`config.mk`:
```
export PLATFORM = sky130hd
export DESIGN_NAME = ysyx_22040759_ifu
export DESIGN_NICKNAME = d
export VERILOG_FILES = /design/src/rtl/ysyx_22040759_ifu_pkg.sv /design/src/rtl/ysyx_22040759_ifu.sv
export SDC_FILE = /design/constraint.sdc
export NUM_CORES = 1
export LEC_CHECK = 0
export ABC_AREA = 1
export BUFFER_PORTS_ARGS = -buffer_cell sky130_fd_sc_hd__buf_4
export CORE_UTILIZATION = 55
export DETAILED_ROUTE_END_ITERATION = 8
export PLACE_DENSITY = 0.9
export SYNTH_ARGS = -nofsm -noshare
export SYNTH_HDL_FRONTEND = slang
export SYNTH_SLANG_ARGS = --single-unit
```
`constraint.sdc`:
```
create_clock -name clk -period 5.35 [get_ports clk]
set_input_delay 0.8025 -clock clk [delete_from_list [all_inputs] [get_ports clk]]
set_output_delay 0.8025 -clock clk [all_outputs]
set_load 0.05 [all_outputs]
```
`src/rtl/ysyx_22040759_ifu_pkg.sv`:
```
// IFU shared definitions: FSM state encodings, default reset PC, instruction width.
// No latency or backpressure of its own; imported by ysyx_22040759_ifu.
package ysyx_22040759_ifu_pkg;

  localparam int          INST_W       = 32;
  localparam logic [63:0] IFU_RESET_PC = 64'h0000_0000_8000_0000;

  typedef enum logic [1:0] {
    ifu_idle = 2'd0,
    ifu_req  = 2'd1,
    ifu_wait = 2'd2,
    ifu_hold = 2'd3
  } ifu_state_e;

  function automatic logic [63:0] seq_pc(input logic [63:0] pc);
    return pc + 64'd4;
  endfunction

endpackage

```
`src/rtl/ysyx_22040759_ifu.sv`:
```
// Fetch unit: one outstanding imem request, one-entry output buffer, redirect flushes in-flight fetch.
// Latency REQ->WAIT->HOLD (3 cycles/inst at zero wait); HOLD stalls until if_ready, REQ until imem_req_ready.
// YSYX_22040759_IFU_PERF_EN adds perf_fetch_cnt / perf_drop_cnt outputs.
module ysyx_22040759_ifu
  import ysyx_22040759_ifu_pkg::*;
#(
  parameter logic [63:0] RESET_PC = IFU_RESET_PC
) (
  input  logic              clk,
  input  logic              rst,
  input  logic              br_taken,
  input  logic [63:0]       blu_pc,
  output logic              imem_req_valid,
  input  logic              imem_req_ready,
  output logic [63:0]       imem_req_addr,
  input  logic              imem_rsp_valid,
  input  logic [INST_W-1:0] imem_rsp_data,
  output logic              if_valid,
  input  logic              if_ready,
  output logic [63:0]       if_pc,
  output logic [INST_W-1:0] if_inst
`ifdef YSYX_22040759_IFU_PERF_EN
  ,
  output logic [63:0]       perf_fetch_cnt,
  output logic [63:0]       perf_drop_cnt
`endif
);

  ifu_state_e        state_q, state_d;
  logic [63:0]       pc_q, pc_d;
  logic              drop_q, drop_d;
  logic [INST_W-1:0] inst_q, inst_d;
  logic              req_vld_q, req_vld_d;
  logic              if_vld_q, if_vld_d;

  always_comb begin
    state_d = state_q;
    pc_d    = pc_q;
    drop_d  = drop_q;
    inst_d  = inst_q;
    case (state_q)
      ifu_idle: state_d = ifu_req;
      ifu_req: begin
        if (br_taken) pc_d = blu_pc;
        if (imem_req_ready) begin
          state_d = ifu_wait;
          drop_d  = br_taken;
        end
      end
      ifu_wait: begin
        if (imem_rsp_valid) begin
          // A redirect before or with the response makes it stale.
          if (drop_q || br_taken) begin
            drop_d  = 1'b0;
            state_d = ifu_req;
            if (br_taken) pc_d = blu_pc;
          end else begin
            inst_d  = imem_rsp_data;
            state_d = ifu_hold;
          end
        end else if (br_taken) begin
          pc_d   = blu_pc;
          drop_d = 1'b1;
        end
      end
      ifu_hold: begin
        if (br_taken) begin
          pc_d    = blu_pc;
          state_d = ifu_req;
        end else if (if_ready) begin
          pc_d    = seq_pc(pc_q);
          state_d = ifu_req;
        end
      end
      default: state_d = ifu_idle;
    endcase
    req_vld_d = (state_d == ifu_req);
    if_vld_d  = (state_d == ifu_hold);
  end

  always_ff @(posedge clk or posedge rst) begin
    if (rst) begin
      state_q   <= ifu_idle;
      pc_q      <= RESET_PC;
      drop_q    <= 1'b0;
      inst_q    <= '0;
      req_vld_q <= 1'b0;
      if_vld_q  <= 1'b0;
    end else begin
      state_q   <= state_d;
      pc_q      <= pc_d;
      drop_q    <= drop_d;
      inst_q    <= inst_d;
      req_vld_q <= req_vld_d;
      if_vld_q  <= if_vld_d;
    end
  end

  assign imem_req_valid = req_vld_q;
  assign imem_req_addr  = pc_q;
  assign if_valid       = if_vld_q;
  assign if_pc          = pc_q;
  assign if_inst        = inst_q;

`ifdef YSYX_22040759_IFU_PERF_EN
  logic [63:0] perf_fetch_q, perf_fetch_d;
  logic [63:0] perf_drop_q, perf_drop_d;
  logic        fetch_evt, drop_evt;

  always_comb begin
    fetch_evt    = (state_q == ifu_hold) && if_ready && !br_taken;
    drop_evt     = (state_q == ifu_wait) && imem_rsp_valid && (drop_q || br_taken);
    perf_fetch_d = perf_fetch_q + {63'd0, fetch_evt};
    perf_drop_d  = perf_drop_q + {63'd0, drop_evt};
  end

  always_ff @(posedge clk or posedge rst) begin
    if (rst) begin
      perf_fetch_q <= '0;
      perf_drop_q  <= '0;
    end else begin
      perf_fetch_q <= perf_fetch_d;
      perf_drop_q  <= perf_drop_d;
    end
  end

  assign perf_fetch_cnt = perf_fetch_q;
  assign perf_drop_cnt  = perf_drop_q;
`else
  // Counters are compiled out; fetch behaviour is unaffected.
`endif

endmodule

```
Yosys cells after proc, flatten, opt, wreduce, memory -nomap -nowiden
Index checks and enable logic that the tools add are counted.
W data, S select, Z words.
{ "word_totals": {"register_bits": 101, "in_bits": 102, "out_inout_bits": 162, "wordCells": 41} }
{ "op_classes": {"n_addsub": 1, "eq_ne": 9, "n_mux": 17, "n_bitwise": 1, "n_reduce_logical": 7} }
{ "ops": {"columns": ["operator", "n"], "rows": [
  ["$mux W64", 5],
  ["$pmux W64 S3", 1],
  ["$add A64 B3 Y64 const B", 1],
  ["$mux W2", 5],
  ["$ne A3 B3 Y1 const B", 3],
  ["$pmux W2 S4", 1],
  ["$eq A2 B2 Y1 const B", 3],
  ["$reduce_and A3 Y1", 2],
  ["$eq A2 B1 Y1 const B", 2],
  ["$mux W1", 4],
  ["$reduce_and A4 Y1", 1],
  ["$reduce_bool A3 Y1", 1],
  ["$logic_not A2 Y1", 1],
  ["$ne A2 B2 Y1 const B", 1],
  ["$pmux W1 S2", 1],
  ["$reduce_bool A2 Y1", 1],
  ["$logic_or A1 B1 Y1", 1],
  ["$not A1 Y1", 1]
]} }

Depth between registers and ports, before layout
Gate-level depths: netlist (run 1).
{ "depth": {"ltp_word": 5, "ltp_mapped": 11, "depth_no_buf": 11} }

Worst setup path before layout (run 1)
OpenSTA, ideal clock, no wires.
{ "synth_path": {"path_kind": "reg2reg", "from": "reg pc_q[3] (netlist: if_pc[3])", "to": "reg pc_q[38] (netlist: if_pc[38])", "setup_time_ps": 120, "arrival_ps": 1858, "setup_slack_ps": 3372, "path_stages_with_launch": 11, "path_buffers": 0, "cell_sequence": "dfrtp_1 -> ha_1 -> nand2_2 -> nor2_8 -> nand2_4 -> nor2_8 -> nand3_1 -> nand2_1 -> nand2_1 -> o21ai_1 -> nand2_1"} }
{ "synth_via": {"elab_chain_len": 4} }
{ "synth_lines": {"columns": ["element", "line_no", "rtl"], "rows": [
  ["from (decl)", "ysyx_22040759_ifu.sv:30", "logic [63:0] pc_q, pc_d;"],
  ["from (signal assigned)", "ysyx_22040759_ifu.sv:91", "pc_q <= pc_d;"],
  ["$add A64 B3 Y64", "ysyx_22040759_ifu_pkg.sv:16", "return pc + 64'd4;"],
  ["$mux W64", "ysyx_22040759_ifu.sv:70", "end else if (if_ready) begin"],
  ["$mux W64", "ysyx_22040759_ifu.sv:67", "if (br_taken) begin"],
  ["$pmux W64 S3", "ysyx_22040759_ifu.sv:41", "case (state_q)"]
]} }
No other way between the ends. The select of a mux whose other input is x is not followed.
A chain may end at the register's enable or synchronous reset.

Worst setup path in the final report (run 1)
{ "layout_path": {"from": "in br_taken", "to": "reg pc_q[13] (netlist: if_pc[13])"} }
{ "layout_via": {"elab_chain_len": 4, "elab_cells_between_ends": 9, "classes_between": "2 x eq/ne; 5 x mux; 2 x reduce/logical"} }
{ "layout_lines": {"columns": ["element", "line_no", "rtl"], "rows": [
  ["from (decl)", "ysyx_22040759_ifu.sv:11", "input logic br_taken,"],
  ["$mux W64 (3 in a row)", null, null],
  ["$pmux W64 S3", "ysyx_22040759_ifu.sv:41", null]
]} }
Several ways; a longest one is shown, not always the timed one. The select of a mux whose other input is x is not followed.

==> out/results.ini, run 1 <==
[status]
status=finished, final reports clean

[global_routing]
grt_max_degree=76
overflow=0
grtUsageTotal_pct=34.83
grt_antenna_before_repair=0
grt_pass1_vias=7258
grt_pass1_wl_um=35690

[final_layout]
multi_input_area_sq_um=3606
nFillCells=1065
syn2layout_area_growth_pct=26.02
fin_util_pct=71.30
post-route-cell-area_sq_um=9035
diodes=0
drive_gt1_share_pct=25.17
fin_nets=1397
stdcell_count=1471
ff_latch_area_sq_um=2529

[timing]
hold_violations=0
fin_tns_setup_ns=0
fin_ws_ns=2.840
worst_pin_slew_ns=0.7940
rsz0062_at_grt=no
clock.fmax_mhz=398.4
slew_headroom_pct=46.99
period_share_pct=46.92
fin_crit_ns=2.510
skew_ns=0.009937
drv_slew=0
hold_ws_ns=0.4753
setup_viol=0

[worst_hold_path]
hold_class=reg -> reg

[clock_network]
postCtsSetupRepairBufs=0
htree_levels=3
clk_path_buf_depth=2
cts.clk_slew.worst_paths_ns=0.07
clkLatencyLatePin_ns=0.36
cts_sinks=101
cts_tree=built
ctsResizeCount=0
clk_root_buffer_cell=clkbuf_16
hold_buffers=0
cts_buffers=9

[placed_design]
gp_congestion=0.9650
pre_cts_slack_ns=2.481
io_buffers=263
dp.cells=1455
placed_area_sq_um=8758
place_hpwl_um=17030

[synth]
yosysSeqAreaShare_pct=35.27
synthTopCellsByArea=dfrtp_1 (35%), nand2_1 (21%), nor2_1 (9.4%)
ys_warn_count=0
synthMuxAreaShare_pct=0
synth_fa_ha_area_share_pct=0.1745
synth_cell_types=36
syn_area_sq_um=7169
syn-num-nets=1214
synthXorXnorAreaFrac_pct=0.7330
syn-instance-count=1111
synth_top_area_cell=dfrtp_1
synth_top_area_share_pct=34.90
yosys.area_share.simple_pct=41.34
syn_avg_cell_area_sq_um=6.453
synth_top_family_by_area=simple AND/OR/NAND/NOR gates
synth_compound_area_share_pct=7.941
synth-seq-cells=101

[drt]
vias=7783
drt-total-wl_um=22690
firstDrtPassIters=6
postRouteAntennaNets=0
routedWlPerCell_um=15.43
drc=0
drtIter0Drc=697
vias_per_cell=5.291

[die]
io_pins=264
dieWidth_um=116.2
start_util_pct=56.58
rows=41
die_h_um=116.2
core_sq_um=12670
die_area_sq_um=13500

[pwr]
total_power_mw=6.874
peakVddDrop_v=0.0004847
p_leak_nw=4.782
powerDensity_nw_per_um2=760.8

[setup_path]
path_max_fanout=75
cp.required_ns=5.62
end_kind=flop
cp.arrival_ns=2.78
crit_path_start_kind=input port
critPathKind=in -> reg

[run]
maxCapViolCount=0

==> worst paths after layout <==
check / start / endpoint / slack (ns) / depth (start not counted)
max: br_taken / if_pc[13] / 2.84 / 8
min: if_inst[5] / if_inst[5] / 0.48 / 2
max reg2reg: state_q[1] / if_pc[13] / 2.94 / 7
min reg2reg: if_inst[5] / if_inst[5] / 0.48 / 2
max in group asynchronous: rst / if_pc[26] / 3.67 / 3
min in group asynchronous: rst / if_inst[4] / 0.54 / 2
==> cells in the final DEF, fill, tap and decap left out, types with 3 or more instances in the layout <==
master	netlist	layout
a21oi_1	32	32
o22ai_1	8	8
nor2_2	4	4
nor2_4	7	7
xor2_1	3	3
dfrtp_1	100	100
o21ai_1	18	18
inv_2	4	4
nand3_1	61	61
nand2_2	10	10
nand4_1	16	16
nor2_1	180	180
inv_1	99	98
buf_4	67	269
o21ai_0	43	43
nand2_4	6	6
nand2_1	399	399
clkbuf_16	0	9
xnor2_1	3	3
nor2_8	4	4
clkinvlp_4	0	3
==> registers in the layout, indices dropped and copies added, names as in the netlist <==
name / cells
if_pc: 64
state_q: 2
if_inst: 32
imem_req_valid: 1
if_valid: 1
drop_q: 1
==> layout make-up <==
cell class / count / share of cell area (%)
multi-input cells: 810 / 39.91
flip-flops and latches: 101 / 27.99
repair buffers: 269 / 22.35
inverters: 103 / 4.307
clock buffers: 10 / 2.534
well taps: 172 / 2.382
clock inverters: 6 / 0.5262
==> per-layer routing <==
metal	global-route usage, %	share of wire (%)	vias up
met4	15.21	3.0	0
met5	0	0	-
met2	58.77	48	393
met1	43.02	39	3569
li1	-	-	3766
met3	7.680	9.6	55
==> worst max-delay path, cell delays in order <==
cell	delay (ns)
buf_4	0.13
inv_1	0.06
a21oi_2	0.21
a21oi_4	0.04
buf_4	0.33
inv_2	0.69
o21ai_0	0.23
o21ai_0	0.26
==> logic make-up (layout without fill, tap and decap cells) <==
family,count (synthesis),in the layout
flops,101,101
simple gates,695,695
compound gates,108,108
fa+ha+maj,1,1
buf+inv,200,388
xor+xnor,6,6
==> where the power goes <==
part           total, mW  switching [mW]  internal (mW)
sequential          1.73           0.591           1.14
clock              0.636           0.315          0.320
combinational       4.51            3.29           1.22
total               6.87            4.20           2.68
==> cells in the mapped netlist, drive strengths merged <==
cell type,count
a21oi,34
a22oi,1
a31oi,2
a32oi,1
buf,84
clkbuf,13
dfrtp,100
dfstp,1
ha,1
inv,103
nand2,415
nand3,62
nand3b,1
nand4,16
nor2,195
nor3,3
nor4,1
o211ai,1
o21ai,61
o22ai,8
or2,2
xnor2,3
xor2,3
(Power assumes the default switching activity.)
==> inputs of run 2 (changes only) <==
- CORE_UTILIZATION: 55 -> 46
- PLACE_DENSITY: 0.9 -> 0.8
- clock period: 5.35 -> 2.15 ns (I/O delays scaled with it)
==> run 2 against run 1 <==
  * Critical path depth rose by 2
  * Flip-flop and latch count did not move
  * Combinational power rose to 2.5 times the previous value
  * Wire length rose by 5.7%
  * Clock-buffer cell count did not move
  * Clock skew rose by 0.00086 ns
  * Global-route usage fell by 4.4 points
  * Clock power rose to 2.6 times the previous value
  * Setup slack got worse by 2.7 ns
  * Core utilization fell by 11 points
  * Die area rose by 19%
  * Via count rose by 0.32%
  * Critical path type is now reg -> reg
  * Largest cell class unchanged
  * Highest routed layer unchanged
==> out/results.ini, run 2 (synthesis gave the netlist of run 1 again) <==
[run]
maxCapViolCount=0  ; unchanged

[clock_network]
cts_tree=built
cts_sinks=101  ; unchanged
clkLatencyLatePin_ns=0.37  ; about the same
clk_root_buffer_cell=clkbuf_16
cts.clk_slew.worst_paths_ns=0.07  ; about the same
clk_path_buf_depth=2  ; unchanged
ctsResizeCount=0  ; unchanged
cts_buffers=9  ; unchanged
postCtsSetupRepairBufs=0  ; unchanged
hold_buffers=0  ; unchanged
htree_levels=3  ; unchanged

[drt]
vias=7808  ; +0.32%
firstDrtPassIters=5  ; -1
drtIter0Drc=755  ; +8.3%
drt-total-wl_um=23980  ; +5.7%
postRouteAntennaNets=0  ; unchanged
drc=0  ; unchanged
vias_per_cell=5.212  ; -1.5%
routedWlPerCell_um=16.01  ; +3.8%

[pwr]
p_leak_nw=4.852  ; +1.5%
peakVddDrop_v=0.001337  ; +180%
powerDensity_nw_per_um2=1895  ; +150%
total_power_mw=17.41  ; +150%

[die]
die_area_sq_um=16090  ; +19%
start_util_pct=47.16  ; -9.4 points
core_sq_um=15200  ; +20%
die_h_um=126.8  ; +9.2%
io_pins=264  ; unchanged
dieWidth_um=126.8  ; +9.2%
rows=45  ; +9.8%

[final_layout]
final_cell_mix=nand2_1 (399), buf_4 (277), nor2_1 (180)
drive_gt1_share_pct=25.88  ; +0.70 points
stdcell_count=1498  ; +1.8%
syn2layout_area_growth_pct=28.20
fin_nets=1408  ; +0.79%
largest_reg_flops=64  ; unchanged
diodes=0  ; unchanged
nFillCells=1453  ; +36%
layout_commonest_cell=nand2_1

[placed_design]
place_hpwl_um=18420  ; +8.2%
gp_congestion=0.9876  ; +2.3%
io_buffers=263  ; unchanged
pre_cts_slack_ns=0.2234  ; -2.257 ns
dp.cells=1482  ; +1.9%

[global_routing]
grt_pass1_vias=7292  ; +0.47%
grt_antenna_before_repair=0  ; unchanged
overflow=0  ; unchanged
grtUsageTotal_pct=30.41  ; -4.4 points
grt_pass1_wl_um=37590  ; +5.3%
grt_max_degree=102  ; +34%

[timing]
fin_crit_ns=1.979
skew_ns=0.01080  ; +0.0008582 ns
worst_pin_slew_ns=0.5697  ; -0.2243 ns
rsz0062_at_grt=no
fin_ws_ns=0.1705  ; -2.669 ns
clock.fmax_mhz=505.2
setup_viol=0  ; unchanged
slew_headroom_pct=62.02  ; +15 points
period_share_pct=92.07
hold_violations=0  ; unchanged
fin_tns_setup_ns=0  ; unchanged
drv_slew=0  ; unchanged

[setup_path]
cp.required_ns=2.40  ; -3.22 ns
cp.arrival_ns=2.23  ; -0.55 ns
ff2ff_setup_slack_ns=0.17  ; -2.77 ns
critPathKind=reg -> reg
crit_path_start_kind=flop
path_max_fanout=8  ; -89%
end_kind=flop

[status]
status=finished, final reports clean

[worst_hold_path]
hold_class=in -> async

run 2: metrics by stage:
stage | hold slack (ns) | util, % | instance area [sq um]
2_1_floorplan | 0.4391 | - | 7173
3_3_place_gp | 0.4565 | 58.54 | 8900
3_5_place_dp | 0.4605 | 58.54 | 8900
4_1_cts | 0.1430 | 60.46 | 9191
5_1_grt | 0.1532 | 60.46 | 9191
6_report | 0.1110 | 60.46 | 9191
run 2: area by class of cell:
cell class	count	area (sq um)	share of cell area, %
clock buffer	10	239.0	2.600
clock inverter	6	52.55	0.5717
inverter	103	390.4	4.247
multi-input combinational	810	3606	39.23
sequential	101	2529	27.51
tap	188	235.2	2.559
timing repair buffer	280	2140	23.28
run 2: worst paths after layout:
kind	endpoint	depth (start not counted)	start
max	if_pc[38]	10	if_pc[2]
min	if_inst[8]	3	rst
max reg2reg	if_pc[38]	10	if_pc[2]
min reg2reg	if_inst[26]	2	if_inst[26]
max in group asynchronous	if_pc[48]	3	rst
min in group clk	if_inst[16]	3	imem_rsp_data[16]
run 2: power breakdown:
part           switching (mW)  internal, mW
registers                1.44          2.82
logic                    8.37          3.13
clock network           0.820         0.837
total                    10.6          6.79
run 2: per-layer routing:
metal | GRT usage, % | vias to the layer above | part of all wire [%]
li1 | - | 3792 | -
met5 | 0 | - | 0
met3 | 7.760 | 61 | 9.3
met2 | 48.64 | 383 | 47
met1 | 38.83 | 3572 | 40
met4 | 13.45 | 0 | 3.7
run 2: critical path, cell delays in order, from the launching register on:
cell and delay (ns):
dfrtp_1 0.47, ha_1 0.22, nand2_2 0.11, nor2_8 0.19, nand2_4 0.10, nor2_8 0.24, nand3_1 0.21, nand2_1 0.10
nand2_1 0.05, o21ai_1 0.12, nand2_1 0.05
